<file path="config.mk">
export PLATFORM = sky130hd
export DESIGN_NAME = sum_accumulator
export DESIGN_NICKNAME = d
export VERILOG_FILES = /design/src/rtl/sum_accumulator.sv
export SDC_FILE = /design/constraint.sdc
export NUM_CORES = 1
export LEC_CHECK = 0
export ABC_AREA = 1
export ABC_CLOCK_PERIOD_IN_PS = 2740
export BUFFER_PORTS_ARGS = -buffer_cell sky130_fd_sc_hd__buf_2
export CAP_MARGIN = 30
export CORE_MARGIN = 8
export CORE_UTILIZATION = 58
export DETAILED_ROUTE_END_ITERATION = 10
export HOLD_SLACK_MARGIN = 0.08
export PLACE_DENSITY = 0.85
export SKIP_CTS_REPAIR_TIMING = 1
export SLEW_MARGIN = 5
export SYNTH_ARGS = -nofsm -noshare
export SYNTH_HDL_FRONTEND = slang
export SYNTH_SLANG_ARGS = --single-unit
</file>
<file path="constraint.sdc">
create_clock -name clk -period 2.74 [get_ports clk]
set_clock_uncertainty 0.1 [all_clocks]
set_input_delay 0.137 -clock clk [delete_from_list [all_inputs] [get_ports clk]]
set_output_delay 0.137 -clock clk [all_outputs]
set_load 0.02 [all_outputs]
</file>
<file path="src/rtl/sum_accumulator.sv">
`default_nettype none
// ============================================================================
// Module      : sum_accumulator
// Description : Sums COUNT consecutive unsigned 8-bit adder words into an
//               ACC_W-bit block total. The total is presented on a
//               valid/ready output, and the block then clears for the next one.
// Ports       : clk, rst (async, active-high)  - clock and reset
//               clear                          - synchronous block abort
//               in_valid/in_ready/in_data      - 8-bit word input handshake
//               out_valid/out_ready/out_sum    - block total output handshake
//               ovf                            - carry seen in current block
//               sample_cnt                     - words accepted in block
// Options     : SUM_ACCUMULATOR_SAT_EN - saturate on carry instead of wrap
// Revision    : 1.0 - initial release
// ============================================================================
module sum_accumulator #(
  parameter int ACC_W = 16,
  parameter int COUNT = 4
) (
  input  logic             clk,
  input  logic             rst,
  input  logic             clear,
  input  logic             in_valid,
  output logic             in_ready,
  input  logic [7:0]       in_data,
  output logic             out_valid,
  input  logic             out_ready,
  output logic [ACC_W-1:0] out_sum,
  output logic             ovf,
  output logic [7:0]       sample_cnt
);

  localparam logic [1:0] S_IDLE  = 2'd0;
  localparam logic [1:0] S_ACCUM = 2'd1;
  localparam logic [1:0] S_DONE  = 2'd2;

  localparam logic [7:0] LAST_CNT = 8'(COUNT - 1);

  logic [1:0]       state_q, state_d;
  logic [ACC_W-1:0] acc_q,   acc_d;
  logic [7:0]       cnt_q,   cnt_d;
  logic             ovf_q,   ovf_d;

  logic             accept;
  logic [ACC_W:0]   sum_ext;
  logic             carry;
  logic [ACC_W-1:0] acc_add;

  assign in_ready = (state_q != S_DONE);
  assign accept   = in_valid && in_ready;

  // One extra bit of headroom exposes the carry out of the accumulator.
  assign sum_ext  = {1'b0, acc_q} + {{(ACC_W-7){1'b0}}, in_data};
  assign carry    = sum_ext[ACC_W];

`ifdef SUM_ACCUMULATOR_SAT_EN
  // Once pinned at all-ones, any further add carries again, so the value
  // stays saturated for the rest of the block.
  assign acc_add = carry ? {ACC_W{1'b1}} : sum_ext[ACC_W-1:0];
`else
  assign acc_add = sum_ext[ACC_W-1:0];
`endif

  always_comb begin
    state_d = state_q;
    acc_d   = acc_q;
    cnt_d   = cnt_q;
    ovf_d   = ovf_q;

    if (clear) begin
      // Abort wins over both a same-cycle accept and an output handshake.
      state_d = S_IDLE;
      acc_d   = '0;
      cnt_d   = '0;
      ovf_d   = 1'b0;
    end else begin
      case (state_q)
        S_IDLE, S_ACCUM: begin
          if (accept) begin
            acc_d = acc_add;
            ovf_d = ovf_q | carry;
            cnt_d = cnt_q + 8'd1;
            if (cnt_q == LAST_CNT) begin
              state_d = S_DONE;
            end else begin
              state_d = S_ACCUM;
            end
          end
        end
        S_DONE: begin
          if (out_ready) begin
            state_d = S_IDLE;
            acc_d   = '0;
            cnt_d   = '0;
            ovf_d   = 1'b0;
          end
        end
        default: begin
          state_d = S_IDLE;
          acc_d   = '0;
          cnt_d   = '0;
          ovf_d   = 1'b0;
        end
      endcase
    end
  end

  always_ff @(posedge clk or posedge rst) begin
    if (rst) begin
      state_q <= S_IDLE;
      acc_q   <= '0;
      cnt_q   <= '0;
      ovf_q   <= 1'b0;
    end else begin
      state_q <= state_d;
      acc_q   <= acc_d;
      cnt_q   <= cnt_d;
      ovf_q   <= ovf_d;
    end
  end

  assign out_valid  = (state_q == S_DONE);
  assign out_sum    = acc_q;
  assign ovf        = ovf_q;
  assign sample_cnt = cnt_q;

endmodule
`default_nettype wire

</file>
==> parameters.txt, run 1 <==
Parameter                              Value

Final layout
  Synth-to-Final Area Change ... 14.4%
  Fill count ... 265
  Core utilization of the finished layout ... 0.686
  Fin nets ... around 300
  # diodes ... 0
  Fin area ... 0.00206 mm²
  Layout cell share with drive strength beyond 1 ... 0.191
  Non-filler instance count after layout ... 316

Routing
  Total detailed-routing wirelength ... 4.02 mm
  Vias ... 1,683
  DRT iter0 DRCs ... 98
  Detailed-route vias per instance ... approximately 5.3
  Drt pass-1 iters ... 4
  Average wire per cell in the routed design ... 12.7 µm
  Count of nets left with antenna violations after detail routing ... 0
  DRC violation count after routing ... 0

GRT
  Via count of the first global-routing pass ... roughly 1,600
  Pin count of the biggest net entering global routing ... 28
  Sum of overflow across all layers after global routing ... 0
  Antenna violations before repair ... 0
  GRT Util Overall ... 0.159
  First-pass GRT wire length ... 6.79 mm

Worst setup path
  Worst setup startpoint ... in_data[0]
  Nature of the critical path startpoint ... input port
  Destination of the worst register-to-register timing path ... out_sum[14]$_DFFE_PP0P_
  Cell with the biggest individual delay on the critical path ... sky130_fd_sc_hd__dlygate4sd3_1
  Worst-path cell chain ... dlygate4sd3_1 -> buf_2 -> ha_1 -> inv_1 -> fa_1 -> inv_1 -> nand2_1 -> nand2_1 -> nand3_1 -> nand2_1 -> nand3_1 -> o21ai_0 -> nor2_1
  Stage delay of the slowest cell on the critical path ... 0.55 ns
  Cell count of the worst reg-to-reg path ... 11
  Most frequent CP cell ... sky130_fd_sc_hd__nand2_1
  Crit path max-delay family ... buffers and inverters
  Arrival time of the worst setup path ... 2.20 ns
  Category of the critical setup timing path ... in -> reg
  Required time at the worst-slack endpoint ... 2.86 ns
  Stages on the worst setup path ... 13
  Critical path fanouts, max ... 5
  Crit path buf inv count ... 4
  Reg-to-reg startpoint ... out_sum[0]$_DFFE_PP0P_
  Reg2Reg Setup Slack ... 0.75 ns
  CP Capture Type ... flip-flop

Floorplanning
  Die Footprint ... 0.00515 mm²
  Vertical die dimension ... 71.7 µm
  Floorplan core area ... 0.00300 mm²
  Initial core utilization ... 0.600
  Die width ... 71.7 µm
  Number of top-level pins ... 40
  Total number of placement rows ... 20

STA
  Final count of hold timing violations ... 0
  Period utilization ... 0.759
  Total Neg Setup Slack ... 0 ns
  Final setup violating endpoints ... 0
  Pins Over Slew Limit ... 0
  Post-layout minimum cycle time ... around 2.1 ns
  Slew at the pin closest to its max-slew limit ... 0.470 ns
  Achievable frequency ... 481 MHz
  Max-slew headroom ... 0.686
  RSZ-0062 raised after global routing ... false

Clock tree
  Maximum clock insertion buffer count ... 2
  Worst-Skew Late Latency ... approximately 0.32 ns
  Clock Tree Root ... sky130_fd_sc_hd__clkbuf_4
  Clock tree from TritonCTS ... done
  Clock-pin slew of the registers on the worst-case setup and hold paths ... roughly 0.14 ns
  Total CTS buffers ... 3
  CTS H-tree lvls ... 1
  Total clock sinks ... 27

Synth
  Unique masters post-synth ... 31
  Synthesized-area fraction occupied by adder cells ... 0.0736
  Post-synthesis net count ... ~260
  Top area cells in the synthesized netlist ... sky130_fd_sc_hd__dfrtp_1 38%, sky130_fd_sc_hd__nand2_1 13%, sky130_fd_sc_hd__inv_1 8.1%, sky130_fd_sc_hd__ha_1 6.3%, sky130_fd_sc_hd__nor2_1 5.2%
  Simple-gate area share of the yosys netlist ... 0.316
  Post-synthesis instance area ... between 0.0015 and 0.002 mm²
  Share of the synthesized netlist area taken by xor and xnor gates ... 0.0194
  Average cell area after synthesis ... 7.51 µm²
  Dominant cell by count in the synthesized netlist ... sky130_fd_sc_hd__nand2_1
  Most numerous cell types in the synthesized netlist ... 62 x sky130_fd_sc_hd__nand2_1, 39 x sky130_fd_sc_hd__inv_1, 27 x sky130_fd_sc_hd__dfrtp_1
  Synth Warn # ... 0
  Fraction of post-synthesis cell area in the top cell type by area ... 0.375
  Main combinational cell family by area after synthesis ... simple AND/OR/NAND/NOR gates
  Register bit count reported by yosys ... 27
  Most common flop cell mapped by yosys ... sky130_fd_sc_hd__dfrtp_1
  Cell type with the largest total area after synthesis ... sky130_fd_sc_hd__dfrtp_1
  Compound-Gate Fraction of Synth Area ... 0.112
  Multiplexer share of the synthesized area ... 0
  Number of instances in the synthesized netlist ... 240
  Number of flops mapped to enable cells by yosys ... 0
  Sequential share of the synthesized area ... 0.375
  Share of async-settable or async-resettable flops after synthesis ... 1.00

Hold path
  Number of cells on the worst hold path ... 4
  Min-delay src ... clear
  End point of the worst hold path ... state_q[1]$_DFFE_PP0P_
  Hold crit path type ... in -> reg

Run status
  Outcome ... completed

Power
  Combinational share of power ... 0.278
  Power per cell area ... 409 mW/mm²
  Switching share of power ... 0.334
  Proportion of power drawn by flip-flops and latches ... 0.519
  Cell-internal power ... roughly 560 µW
  Clock network fraction of design power ... 0.203
  Static leakage ... 0.00113 µW
  Sw power ... roughly 280 µW
  Peak supply drop ... 255 µV

Placement
  Post-DP HPWL ... a little over 3 mm
  Weighted congestion reported at the end of routability-driven placement ... 0.871
  Placed cell count ... 309
  Number of buffer cells added on primary ports ... 39
  Placed Area ... between 0.002 and 0.0025 mm²

Job
  Max-capacitance violation count ... 0
through the flow:
step / worst slack [ns] / hold WS [ns] / power (µW)
floorplan: 0.793 / 0.0897 / 616
global placement: 0.872 / 0.117 / 673
detailed placement: 0.788 / 0.120 / 677
CTS: 0.755 / -0.250 / 850
global route: 0.468 / 0.0867 / 901
finish: 0.660 / 0.0916 / 843
power groups by stage:
stage               Combinational [µW]  Clock, µW  Sequential (µW)
finish                             234        171              437
global route                       264        196              441
CTS                                232        180              438
detailed placement                 231          0              446
global placement                   229          0              444
floorplan                          148          0              468
kinds of logic after synthesis:
| family | Yosys count |
|---|---|
| AOI/OAI and AO/OA | 33 |
| adders and majority gates | 10 |
| xor gates and xnor gates | 4 |
| and+or+nand+nor | 123 |
| DFF | 27 |
| buffers and inverters | 43 |
per-layer routing:
metal  share of wire  global-route usage  up-vias
met1            0.43               0.176      785
met5               0                   0        -
li1                -                   -      848
met3           0.048              0.0307        4
met4           0.011              0.0567        0
met2            0.51               0.293       46
worst register-to-register path: stages (launching register included):
cell	delay [ns]
sky130_fd_sc_hd__dfrtp_1	0.39
sky130_fd_sc_hd__ha_1	0.18
sky130_fd_sc_hd__inv_1	0.07
sky130_fd_sc_hd__fa_1	0.39
sky130_fd_sc_hd__inv_1	0.07
sky130_fd_sc_hd__nand2_1	0.05
sky130_fd_sc_hd__nand2_1	0.08
sky130_fd_sc_hd__nand3_1	0.07
sky130_fd_sc_hd__nand2_1	0.15
sky130_fd_sc_hd__nand3_1	0.13
sky130_fd_sc_hd__o21ai_0	0.17
sky130_fd_sc_hd__nor2_1	0.05
layout make-up:
type / instances / area, µm² / area share
Timing Repair Buffer: 43 / 233 / 0.113
Inverter: 39 / 146 / 0.0710
Clock buffer: 4 / 26.3 / 0.0128
Tap cell: 33 / 41.3 / 0.0200
Sequential cell: 27 / 676 / 0.328
Multi-Input combinational cell: 170 / 938 / 0.455
worst max path at each step:
| stage | slack, ns | end |
|---|---|---|
| 2_1_floorplan | 0.79 | out_sum[14]$_DFFE_PP0P_ |
| 5_1_grt | 0.47 | out_sum[14]$_DFFE_PP0P_ |
| 4_1_cts | 0.76 | out_sum[14]$_DFFE_PP0P_ |
| 6_report | 0.66 | out_sum[14]$_DFFE_PP0P_ |
| 3_3_place_gp | 0.87 | out_sum[14]$_DFFE_PP0P_ |
| 3_5_place_dp | 0.79 | out_sum[14]$_DFFE_PP0P_ |
state kept, by name (all words and copies together) (netlist names):
signal,flops
out_sum,16
sample_cnt,8
ovf,1
state_q,2
cell usage in the layout (no fill, tap or decap), types with 2 or more instances in the layout:
cell                            count
sky130_fd_sc_hd__nand3_1           12
sky130_fd_sc_hd__nand2_4            4
sky130_fd_sc_hd__nand4_1            6
sky130_fd_sc_hd__nor2_1            25
sky130_fd_sc_hd__a21oi_1            7
sky130_fd_sc_hd__xor2_1             2
sky130_fd_sc_hd__clkbuf_4           3
sky130_fd_sc_hd__ha_1               9
sky130_fd_sc_hd__nand3_2            2
sky130_fd_sc_hd__o21ai_1            2
sky130_fd_sc_hd__dfrtp_1           27
sky130_fd_sc_hd__o21bai_1           3
sky130_fd_sc_hd__a21boi_0           2
sky130_fd_sc_hd__xnor2_1            2
sky130_fd_sc_hd__nand2_1           62
sky130_fd_sc_hd__buf_2             39
sky130_fd_sc_hd__inv_1             39
sky130_fd_sc_hd__o21ai_0           14
sky130_fd_sc_hd__dlygate4sd3_1      3
sky130_fd_sc_hd__nor2_4             2
sky130_fd_sc_hd__nor3_1             5
(Power assumes the default switching activity.)
==> run 2, diff against run 1 <==
ABC_CLOCK_PERIOD_IN_PS = 1700   (was 2740)
CORE_UTILIZATION = 49   (was 58)
PLACE_DENSITY = 0.76   (was 0.85)
clock period = 1.7 ns   (was 2.74 ns; I/O delays follow)
==> run 2 against run 1 <==
  * The flow now finishes with violations (setup timing)
  * Non-clock buffer count rose by 11
  * Sequential cell count is the same
  * Via count up 2.3%
  * Critical path depth fell by 2
  * Register-to-register slack worse by 0.86 ns
  * Largest cell class unchanged
  * Clock power increased by 120%
==> parameters.txt, run 2 (same netlist as run 1, synthesis figures left out) <==
Parameter                              Value

Worst setup path
  Most frequent CP cell ... sky130_fd_sc_hd__nand2_2 (was sky130_fd_sc_hd__nand2_1)
  Nature of the critical path startpoint ... flip-flop (was input port)
  Crit path buf inv count ... 2 (was 4)
  Worst-path cell chain ... ha_4 -> inv_4 -> fa_2 -> inv_2 -> nand2_2 -> nand2_2 -> nand3_2 -> nand2_4 -> nand3_4 -> o21ai_2 -> nor2_1 (was dlygate4sd3_1 -> buf_2 -> ha_1 -> inv_1 -> fa_1 -> inv_1 -> nand2_1 -> nand2_1 -> nand3_1 -> nand2_1 -> nand3_1 -> o21ai_0 -> nor2_1)
  Required time at the worst-slack endpoint ... 1.78 ns (was 2.86 ns)
  Cell with the biggest individual delay on the critical path ... sky130_fd_sc_hd__dfrtp_2 (was sky130_fd_sc_hd__dlygate4sd3_1)
  Crit path max-delay family ... adder cells (was buffers and inverters)
  Arrival time of the worst setup path ... 1.89 ns (was 2.20 ns)
  Stage delay of the slowest cell on the critical path ... 0.39 ns (was 0.55 ns)
  Category of the critical setup timing path ... reg -> reg (was in -> reg)
  CP Capture Type ... flip-flop (unchanged)
  Reg2Reg Setup Slack ... -0.11 ns (was 0.75 ns)
  Critical path fanouts, max ... 5 (unchanged)

Final layout
  Max reg flops ... 16 (unchanged)
  Layout cell share with drive strength beyond 1 ... 0.306 (was 0.191)
  Synth-to-Final Area Change ... 29.0% (was 14.4%)
  Fin nets ... 318 (was 307)
  # diodes ... 0 (unchanged)
  Commonest cells after routing, fill and taps aside ... 57 x sky130_fd_sc_hd__nand2_1, 39 x sky130_fd_sc_hd__buf_2, 37 x sky130_fd_sc_hd__inv_1 (was 62 x sky130_fd_sc_hd__nand2_1, 39 x sky130_fd_sc_hd__inv_1, 39 x sky130_fd_sc_hd__buf_2)
  Non-filler instance count after layout ... 342 (was 316)
  Fill count ... 311 (was 265)
  Most frequent standard cell in the layout excluding fill and tap cells ... sky130_fd_sc_hd__nand2_1 (unchanged)

Run status
  Failing checks ... setup timing
  Outcome ... finished with violations (was completed)

STA
  Achievable frequency ... 552 MHz
  Period utilization ... 1.07
  RSZ-0062 raised after global routing ... true (was false)
  Post-route setup slack ... -0.112 ns (was 0.660 ns)
  Slew at the pin closest to its max-slew limit ... 0.369 ns (was 0.470 ns)
  Final hold slack ... 0.0567 ns (was 0.0916 ns)
  Post-layout minimum cycle time ... ~1.8 ns
  Max-slew headroom ... 0.754 (was 0.686)
  Total Neg Setup Slack ... -0.592 ns (was 0 ns)
  Pins Over Slew Limit ... 0 (unchanged)
  Final setup violating endpoints ... 7 (was 0)
  Final count of hold timing violations ... 0 (unchanged)

Routing
  DRC violation count after routing ... 0 (unchanged)
  DRT iter0 DRCs ... 54 (was 98)
  Vias ... 1,721 (was 1,683)
  Total detailed-routing wirelength ... 4.38 mm (was 4.02 mm)
  Drt pass-1 iters ... 4 (unchanged)
  Detailed-route vias per instance ... 5.03 (was 5.33)
  Count of nets left with antenna violations after detail routing ... 0 (unchanged)
  Average wire per cell in the routed design ... 12.8 µm (was 12.7 µm)

Placement
  Placed cell count ... 334 (was 309)
  Worst slack at placement ... -0.0579 ns (was 0.788 ns)
  Number of buffer cells added on primary ports ... 39 (unchanged)
  Weighted congestion reported at the end of routability-driven placement ... 0.846 (was 0.871)
  Post-DP HPWL ... 3.26 mm (was 3.02 mm)

GRT
  Sum of overflow across all layers after global routing ... 0 (unchanged)
  Antenna violations before repair ... 0 (unchanged)
  First-pass GRT wire length ... 7.30 mm (was 6.79 mm)
  Via count of the first global-routing pass ... 1,746 (was 1,640)
  Pin count of the biggest net entering global routing ... 28 (unchanged)
  GRT Util Overall ... 0.147 (was 0.159)

Power
  Peak supply drop ... 361 µV (was 255 µV)
  Pwr Total ... 1590 µW (was 843 µW)
  Static leakage ... 0.00120 µW (was 0.00113 µW)
  Power per cell area ... 684 mW/mm² (was 409 mW/mm²)

Floorplanning
  Die width ... 76.6 µm (was 71.7 µm)
  Floorplan core area ... 0.00361 mm² (was 0.00300 mm²)
  Vertical die dimension ... 76.6 µm (was 71.7 µm)
  Die Footprint ... 0.00587 mm² (was 0.00515 mm²)
  Number of top-level pins ... 40 (unchanged)
  Total number of placement rows ... 22 (was 20)
  Initial core utilization ... 0.500 (was 0.600)

Clock tree
  Clock tree from TritonCTS ... done (unchanged)
  Total clock sinks ... 27 (unchanged)
  Clock-pin slew of the registers on the worst-case setup and hold paths ... 0.09 ns (was 0.14 ns)
  Total CTS buffers ... 3 (unchanged)
  CTS H-tree lvls ... 1 (unchanged)
  Worst-Skew Late Latency ... 0.28 ns (was 0.32 ns)
  Clock Tree Root ... sky130_fd_sc_hd__clkbuf_8 (was sky130_fd_sc_hd__clkbuf_4)
  Maximum clock insertion buffer count ... 2 (unchanged)

Hold path
  Hold crit path type ... in -> reg (unchanged)

Job
  Max-capacitance violation count ... 0 (unchanged)
run 2: changes by cell type in the layout (fill, tap and decap cells not counted), moves of 3 or more:
cell and change:
sky130_fd_sc_hd__buf_4 +12, sky130_fd_sc_hd__ha_1 -6, sky130_fd_sc_hd__ha_4 +6, sky130_fd_sc_hd__nand2_1 -5, sky130_fd_sc_hd__nand2_2 +4, sky130_fd_sc_hd__o21ai_0 -4, sky130_fd_sc_hd__clkbuf_4 -3, sky130_fd_sc_hd__clkbuf_8 +3
sky130_fd_sc_hd__nand3_1 -3, sky130_fd_sc_hd__o21ai_1 +3
run 2: final cells by class:
cell class | instances | area (µm²) | share of cell area
Multi-Input combinational cell | 170 | 1080 | 0.464
Inverter | 39 | 149 | 0.0640
Tap cell | 48 | 60.1 | 0.0258
Sequential cell | 27 | 677 | 0.291
Clock buffer | 4 | 45.0 | 0.0194
Timing Repair Buffer | 54 | 314 | 0.135
run 2: metal layers:
layer / wire length, µm / up-vias / share of wire / global-route usage
met4: 68 / 0 / 0.016 / 0.0731
met3: 194 / 5 / 0.044 / 0.0342
met5: 0 / - / 0 / 0
met1: 1870 / 804 / 0.43 / 0.157
li1: - / 880 / - / -
met2: 2250 / 32 / 0.51 / 0.264
run 2: worst paths after layout:
check / from / to / cells after the start
setup / recovery: out_sum[0]$_DFFE_PP0P_ / out_sum[14]$_DFFE_PP0P_ / 11
max in group asynchronous: rst / out_sum[0]$_DFFE_PP0P_ / 4
hold / removal: out_ready / state_q[1]$_DFFE_PP0P_ / 4
min in group asynchronous: rst / out_sum[5]$_DFFE_PP0P_ / 4
hold reg to reg: sample_cnt[7]$_DFFE_PP0P_ / sample_cnt[7]$_DFFE_PP0P_ / 2
setup reg to reg: out_sum[0]$_DFFE_PP0P_ / out_sum[14]$_DFFE_PP0P_ / 11
run 2: stage by stage:
step	cell area [µm²]	util
global route	2320	0.645
detailed placement	2130	0.592
floorplan	1840	-
global placement	2130	0.592
finish	2320	0.645
CTS	2180	0.604
run 2: worst min-delay path, delay by kind of cell:
kind                   cells  cell delay, ns
AOI/OAI and AO/OA          1            0.09
and+or+nand+nor            2            0.16
buffers and inverters      1            0.07
run 2: where the power goes:
group	internal [µW]	switching (µW)	leakage, µW
combinational	218	280	0.000806
sequential	675	36.7	0.000367
clock	169	212	0.0000228
total	1060	529	0.00120
